==> src/rtl/redirect_ctrl_pkg.sv <==
// Shared command encodings, per-port FSM states and the table-update payload
// for the error-redirect controller.
package ariane_soc;
  localparam logic [63:0] ERROR_REDIRECT      = 64'hEEEE_0000_0000_0001;
  localparam logic [63:0] ERROR_REDIRECT_STOP = 64'hEEEE_0000_0000_0002;
endpackage

package redirect_ctrl_pkg;
  localparam int unsigned UPD_N_PORT = 7;
  localparam int unsigned UPD_PORT_W = $clog2(UPD_N_PORT);
  localparam int unsigned UPD_INIT_W = 2;

  typedef enum logic [2:0] {
    IDLE     = 3'd0,
    ARMED    = 3'd1,
    PEND_ON  = 3'd2,
    ACTIVE   = 3'd3,
    PEND_OFF = 3'd4
  } redirect_state_e;

  typedef struct packed {
    logic [UPD_PORT_W-1:0] port;
    logic                  install;
    logic [UPD_INIT_W-1:0] source;
    logic [UPD_INIT_W-1:0] target;
  } redirect_upd_t;
endpackage

==> src/rtl/redirect_ctrl_rr_arbiter.sv <==
// Round-robin arbiter with a registered winner payload held until accepted.
module redirect_rr_arbiter #(
  parameter int unsigned N      = 7,
  parameter int unsigned DATA_W = 8
) (
  input  logic                       clk_i,
  input  logic                       rst_i,
  input  logic [N-1:0]               req_i,
  input  logic [N-1:0][DATA_W-1:0]   data_i,
  input  logic                       ready_i,
  output logic                       valid_o,
  output logic [DATA_W-1:0]          data_o
);
  localparam int unsigned IDX_W = $clog2(N);

  logic              valid_q;
  logic [IDX_W-1:0]  idx_q, ptr_q, start, win;
  logic [DATA_W-1:0] data_q;
  logic              hs, load, found;
  logic [N-1:0]      cand;

  function automatic logic [IDX_W-1:0] wrap_inc(input logic [IDX_W-1:0] x);
    return (x == IDX_W'(N-1)) ? '0 : x + 1'b1;
  endfunction

  // On a handshake the accepted port still shows its request this cycle, so
  // it is masked out and the search starts just past it.
  always_comb begin
    int unsigned p;
    p     = 0;
    hs    = valid_q & ready_i;
    load  = ~valid_q | ready_i;
    start = hs ? wrap_inc(idx_q) : ptr_q;
    cand  = req_i;
    if (hs) cand[idx_q] = 1'b0;
    found = 1'b0;
    win   = '0;
    for (int unsigned k = 0; k < N; k++) begin
      p = (32'(start) + k) % N;
      if (!found && cand[p]) begin
        found = 1'b1;
        win   = IDX_W'(p);
      end
    end
  end

  always_ff @(posedge clk_i) begin
    if (rst_i) begin
      valid_q <= 1'b0;
      idx_q   <= '0;
      ptr_q   <= '0;
      data_q  <= '0;
    end else begin
      if (load) begin
        valid_q <= found;
        if (found) begin
          idx_q  <= win;
          data_q <= data_i[win];
        end
      end
      if (hs) ptr_q <= wrap_inc(idx_q);
    end
  end

  assign valid_o = valid_q;
  assign data_o  = data_q;
endmodule

==> src/rtl/redirect_ctrl.sv <==
// Per-port error-redirect command decoder with arm timeout, serialising
// install/remove requests onto one redirect-table update channel.
module redirect_ctrl
  import redirect_ctrl_pkg::*;
#(
  parameter int unsigned N_TARG_PORT = 7,
  parameter int unsigned AXI_DATA_W  = 64,
  parameter int unsigned LOG_N_INIT  = 2,
  parameter int unsigned ARM_TIMEOUT = 16
) (
  input  logic                                    clk_i,
  input  logic                                    rst_i,
  input  logic [N_TARG_PORT-1:0][AXI_DATA_W-1:0]  wdata_i,
  input  logic [N_TARG_PORT-1:0]                  wvalid_i,
  input  logic [N_TARG_PORT-1:0]                  wready_i,
  output logic                                    upd_valid_o,
  input  logic                                    upd_ready_i,
  output logic [$clog2(N_TARG_PORT)-1:0]          upd_port_o,
  output logic                                    upd_install_o,
  output logic [LOG_N_INIT-1:0]                   upd_source_o,
  output logic [LOG_N_INIT-1:0]                   upd_target_o,
  output logic [N_TARG_PORT-1:0]                  redirect_valid_o,
  output logic [N_TARG_PORT-1:0][LOG_N_INIT-1:0]  source_o,
  output logic [N_TARG_PORT-1:0][LOG_N_INIT-1:0]  target_o,
  output logic [N_TARG_PORT-1:0]                  proto_err_o
);
  localparam int unsigned PORT_W = $clog2(N_TARG_PORT);
  localparam int unsigned TMR_W  = $clog2(ARM_TIMEOUT);
  localparam int unsigned UPD_W  = $bits(redirect_upd_t);

  logic [N_TARG_PORT-1:0]            req;
  logic [N_TARG_PORT-1:0][UPD_W-1:0] payload;
  logic [UPD_W-1:0]                  upd_raw;
  redirect_upd_t                     upd;

  for (genvar i = 0; i < N_TARG_PORT; i++) begin : g_port
    redirect_state_e       state_q, state_d;
    logic [TMR_W-1:0]      tmr_q, tmr_d;
    logic [LOG_N_INIT-1:0] src_q, src_d, tgt_q, tgt_d;
    logic                  err_q, err_d;
    logic                  beat, is_cmd, is_stop, is_data, own, hs;
    redirect_upd_t         pl;

    assign beat    = wvalid_i[i] & wready_i[i];
    assign is_cmd  = beat & (wdata_i[i] == AXI_DATA_W'(ariane_soc::ERROR_REDIRECT));
    assign is_stop = beat & (wdata_i[i] == AXI_DATA_W'(ariane_soc::ERROR_REDIRECT_STOP));
    assign is_data = beat & ~is_cmd & ~is_stop;
    assign own     = upd_valid_o & (upd_port_o == PORT_W'(i));
    assign hs      = own & upd_ready_i;

    always_comb begin
      state_d = state_q;
      tmr_d   = tmr_q;
      src_d   = src_q;
      tgt_d   = tgt_q;
      err_d   = 1'b0;
      case (state_q)
        IDLE: if (is_cmd) begin
          state_d = ARMED;
          tmr_d   = '0;
        end
        ARMED: begin
          if (is_data) begin
            tgt_d   = wdata_i[i][32 +: LOG_N_INIT];
            src_d   = wdata_i[i][LOG_N_INIT-1:0];
            state_d = PEND_ON;
          end else if (is_stop) begin
            state_d = IDLE;
          end else if (is_cmd) begin
            tmr_d = '0;
          end else if (tmr_q == TMR_W'(ARM_TIMEOUT - 1)) begin
            state_d = IDLE;
            err_d   = 1'b1;
          end else begin
            tmr_d = tmr_q + 1'b1;
          end
        end
        // A STOP after the install is already registered cannot be withdrawn;
        // PEND_OFF then sees that install accepted before queuing the remove.
        PEND_ON: begin
          if (hs)           state_d = is_stop ? PEND_OFF : ACTIVE;
          else if (is_stop) state_d = own ? PEND_OFF : IDLE;
        end
        ACTIVE: begin
          if (is_stop)     state_d = PEND_OFF;
          else if (is_cmd) err_d   = 1'b1;
        end
        PEND_OFF: if (hs && !upd.install) state_d = IDLE;
        default: state_d = IDLE;
      endcase
    end

    always_ff @(posedge clk_i) begin
      if (rst_i) begin
        state_q <= IDLE;
        tmr_q   <= '0;
        src_q   <= '0;
        tgt_q   <= '0;
        err_q   <= 1'b0;
      end else begin
        state_q <= state_d;
        tmr_q   <= tmr_d;
        src_q   <= src_d;
        tgt_q   <= tgt_d;
        err_q   <= err_d;
      end
    end

    // A same-cycle STOP withdraws a not-yet-registered install request.
    assign req[i]  = ((state_q == PEND_ON) & ~is_stop) | (state_q == PEND_OFF);
    assign pl      = '{port: UPD_PORT_W'(i), install: (state_q == PEND_ON),
                       source: src_q, target: tgt_q};
    assign payload[i] = pl;

    assign redirect_valid_o[i] = (state_q == ACTIVE) | (state_q == PEND_OFF);
    assign source_o[i]         = src_q;
    assign target_o[i]         = tgt_q;
    assign proto_err_o[i]      = err_q;
  end

  redirect_rr_arbiter #(
    .N      (N_TARG_PORT),
    .DATA_W (UPD_W)
  ) u_arb (
    .clk_i   (clk_i),
    .rst_i   (rst_i),
    .req_i   (req),
    .data_i  (payload),
    .ready_i (upd_ready_i),
    .valid_o (upd_valid_o),
    .data_o  (upd_raw)
  );

  assign upd           = redirect_upd_t'(upd_raw);
  assign upd_port_o    = upd.port;
  assign upd_install_o = upd.install;
  assign upd_source_o  = upd.source;
  assign upd_target_o  = upd.target;
endmodule

==> config.mk <==
export PLATFORM = sky130hd
export DESIGN_NAME = redirect_ctrl
export DESIGN_NICKNAME = d
export VERILOG_FILES = /design/src/rtl/redirect_ctrl_pkg.sv /design/src/rtl/redirect_ctrl_rr_arbiter.sv /design/src/rtl/redirect_ctrl.sv
export SDC_FILE = /design/constraint.sdc
export NUM_CORES = 1
export LEC_CHECK = 0
export BUFFER_PORTS_ARGS = -buffer_cell sky130_fd_sc_hd__buf_2
export CAP_MARGIN = 20
export CORE_AREA = 2 2 203 205
export CTS_CLUSTER_DIAMETER = 200
export DETAILED_ROUTE_END_ITERATION = 16
export DIE_AREA = 0 0 205 207
export SLEW_MARGIN = 25
export SYNTH_ARGS = -nofsm -noshare
export SYNTH_HDL_FRONTEND = slang
export SYNTH_SLANG_ARGS = --single-unit
==> constraint.sdc <==
create_clock -name clk_i -period 6.03 [get_ports clk_i]
set_input_delay 1.206 -clock clk_i [delete_from_list [all_inputs] [get_ports clk_i]]
set_output_delay 1.206 -clock clk_i [all_outputs]
set_load 0.005 [all_outputs]
==> summary.md <==
| Metric | Value |
|---|---|
| I/O pin total | `516` |
| Total GRT Usage | `21.5%` |
| Clock skew | `0.0113 ns` |
| CTS buffer count | `9` |
| Fin crit share | `95.4%` |
| FMAX | `174 MHz` |
| Rows | `74` |
| # H-tree levels | `3` |
| Crit path max-delay family | `compound AO/OA/AOI/OAI gates` |
| Layout overhead on the synthesized area | `47.3%` |
| Setup CP Type | `in -> reg` |
| CTS Root Cell | `clkbuf_16` |
| Post-DP Area | `12800 sq um` |
| Core area | `40400 sq um` |
| Slowest cell on the critical path | `or4_1` |
| Buf+Inv Stages, Crit Path | `4` |
| Fin crit period | `5.75 ns` |
| Async S/R FF share, synth | `0%` |
| Detailed Route Iter0 Violations | `1135` |
| PortBufs | `515` |
| P_leak | `6.00 nW` |
| Later-pin clock latency in the skew report | `0.37 ns` |
| Die ar. | `42400 sq um` |
| Status | `finished clean` |
| Via count of the first global-routing pass | `11600` |
| Area contributors post-synth | `dfxtp_1 (22%), mux2i_1 (6.6%), nor4_1 (5.9%)` |
| Most frequent cells in the layout | `buf_2 (515), nor2_1 (129), nand2_1 (109)` |
| Dominant synthesized flop cell | `dfxtp_1` |
| TritonCTS clock tree | `done` |
| Final Hold Violating Endpoints | `0` |
| Startpoint Class | `input port` |
| Sequential share of the synthesized area | `22.0%` |
| Final setup fails | `0` |
| Worst path max stage delay | `0.51 ns` |
| Relative slew slack | `30.6%` |
| Commonest non-fill, non-tap cell in the layout | `buf_2` |
| RePlAce Congestion | `0.951` |
| CP cell instances | `buf_2 > and2_4 > a31o_4 > buf_4 > ha_1 > nand3_1 > o2bb2ai_1 > nand2b_1 > ha_2 > or2_2 > o21a_1 > or4_1 > nand2_1 > nor3b_1 > a2111o_1 > o21a_1 > o41a_1 > a21boi_1 > buf_4 > buf_12 > mux2i_1 > a22o_1 > o211ai_1` |
| Crit. End Element | `flip-flop` |
| HPWL after DPL | `40700 um` |
| Vias per std cell | `5.19` |
| EDFF count, synth | `0` |
| Vias | `12000` |
| Die Y | `207 um` |
| Power density over the cells | `378 nW/um^2` |
| Max cap viols | `0` |
| Count of different cell masters after synthesis | `93` |
| Clk buf depth | `2` |
| Starting Density | `22.3%` |
| Crit path required time | `6.32 ns` |
| Post-synth top area share | `22.0%` |
| Post-Layout Inst Area | `13300 sq um` |
| Crit path arrival time | `6.04 ns` |
| CTS sink count | `99` |
| Share of layout cells above drive strength 1 | `39.3%` |
| Drt pass-1 iters | `6` |
| Avg Inst Size Synth | `7.57 sq um` |
| Final Max Tran Viols | `0` |
| Final nets | `2252` |
| Synth Warn # | `0` |
| Post-Synthesis Cells | `1188` |
| Area leader, netlist | `dfxtp_1` |
| ANT nets after route | `0` |
| Worst Tran Pin Value | `1.04 ns` |
| Critical Path Fanout Max | `8` |
| Syn nets | `1681` |
| Chip width | `205 um` |
| VDD IR max | `0.243 mV` |
| Synthesized cell area | `9000 sq um` |
| Gr ovfl total | `0` |
| First-pass GRT wire length | `69000 um` |
| Worst min-delay path category | `reg -> reg` |
| Routed WL per cell | `20.5 um` |
| WL final | `47300 um` |
| Initial antenna violation count | `13` |
| Hold WS | `0.477 ns` |
| Hold Buf Count CTS | `0` |
| Residual DRC count | `0` |
| #FFs+latches synth | `99` |
| Largest net degree at the start of global routing | `48` |
| Clk pin slew, worst setup/hold paths | `0.07 ns` |
==> layout make-up <==
type | instances | area [sq um]
Timing Repair Buffer | 611 | 3330
Multi-Input combinational cell | 1000 | 6780
Inverter | 38 | 151
Tap cell | 532 | 666
Sequential cell | 99 | 1980
Clock buffer | 12 | 256
Clock inverter | 4 | 77.6
Fill cell | 4376 | 27100
Antenna cell | 6 | 15.0
==> per-layer routing <==
metal / vias up / GRT usage [%] / wire [um]
met5: - / 0 / 13
met2: 529 / 36.2 / 22400
met3: 66 / 2.85 / 3600
met4: 2 / 7.37 / 1410
met1: 5642 / 28.0 / 19900
li1: 5714 / - / -
==> state kept, by name, indices dropped and copies added (netlist names) <==
signal and cells:
u_arb.ptr_q 3, g_port.tmr_q 28, g_port.tgt_q 14, u_arb.valid_o 1
u_arb.data_o 8, g_port.state_q 21, g_port.err_q 7, u_arb.idx_q 3
g_port.src_q 14
==> cells by family (layout without fill, tap and decap cells) <==
family,count (synthesis),count (layout),share of synthesized area (%)
AND/OR/NAND/NOR,629,629,39.4
buffers and inverters,89,665,4.34
XOR/XNOR,20,20,1.95
adder cells (fa/ha/maj),28,28,3.89
other,0,6,0
multiplexers,77,77,8.94
flip-flops,99,99,22.0
AO/OA/AOI/OAI,246,246,19.5
==> cells in the mapped netlist, types with 13 or more instances <==
cell type / instances
and3_1: 15
nor2b_1: 23
clkbuf_1: 32
dfxtp_1: 99
o21ai_0: 35
mux2i_1: 59
nor2_1: 129
ha_1: 28
nand3_1: 45
nor4b_1: 24
nand2b_1: 26
xnor2_1: 13
a31oi_1: 23
inv_1: 36
nor3_1: 23
nand4_1: 43
a21oi_1: 57
mux2_2: 14
nor3b_1: 16
nand2_1: 109
nor4_1: 85
==> stage by stage <==
stage	total power, mW	setup TNS (ns)	worst slack (ns)	instances	util [%]
floorplan	2.83	0	0.00814	1188	-
global placement	4.15	-0.476	-0.144	2275	31.7
detailed placement	4.21	-0.818	-0.203	2275	31.7
CTS	4.88	0	0.127	2291	32.6
global route	5.32	-0.000822	-0.000822	2299	32.8
finish	5.01	0	0.279	2302	32.8
==> power by group <==
part | internal [mW] | switching (mW)
registers | 0.694 | 0.0659
logic | 1.68 | 1.90
clock network | 0.390 | 0.275
total | 2.77 | 2.24
==> repair_timing <==
action                     in CTS  in global routing
buffers inserted                0                  5
hold endpoints to repair        0                  0
gates resized for setup         0                 11
setup endpoints to repair       0                  9
==> worst register-to-register path, stage by stage, from the launching register on <==
cell and delay (ns):
dfxtp_1 0.41, or3b_1 0.45, a31o_4 0.30, buf_4 0.18, ha_1 0.23, nand3_1 0.09
o2bb2ai_1 0.08, nand2b_1 0.18, ha_2 0.23, or2_2 0.29, o21a_1 0.24, or4_1 0.51
nand2_1 0.15, nor3b_1 0.07, a2111o_1 0.38, o21a_1 0.18, o41a_1 0.41, a21boi_1 0.13
buf_4 0.18, buf_12 0.14, mux2i_1 0.11, a22o_1 0.24, o211ai_1 0.18
==> path summary, 6_finish.rpt <==
path | startpoint | to | slack, ns | cells past startpoint
worst max-delay path | upd_ready_i | u_arb.data_o[2] | 0.28 | 23
worst min-delay path | g_port[4].tmr_q[1] | g_port[4].tmr_q[1] | 0.48 | 2
worst max register to register | u_arb.idx_q[2] | u_arb.data_o[2] | 0.57 | 22
worst min register to register | g_port[4].tmr_q[1] | g_port[4].tmr_q[1] | 0.48 | 2
Note: power is estimated with default switching activity, not from simulation.
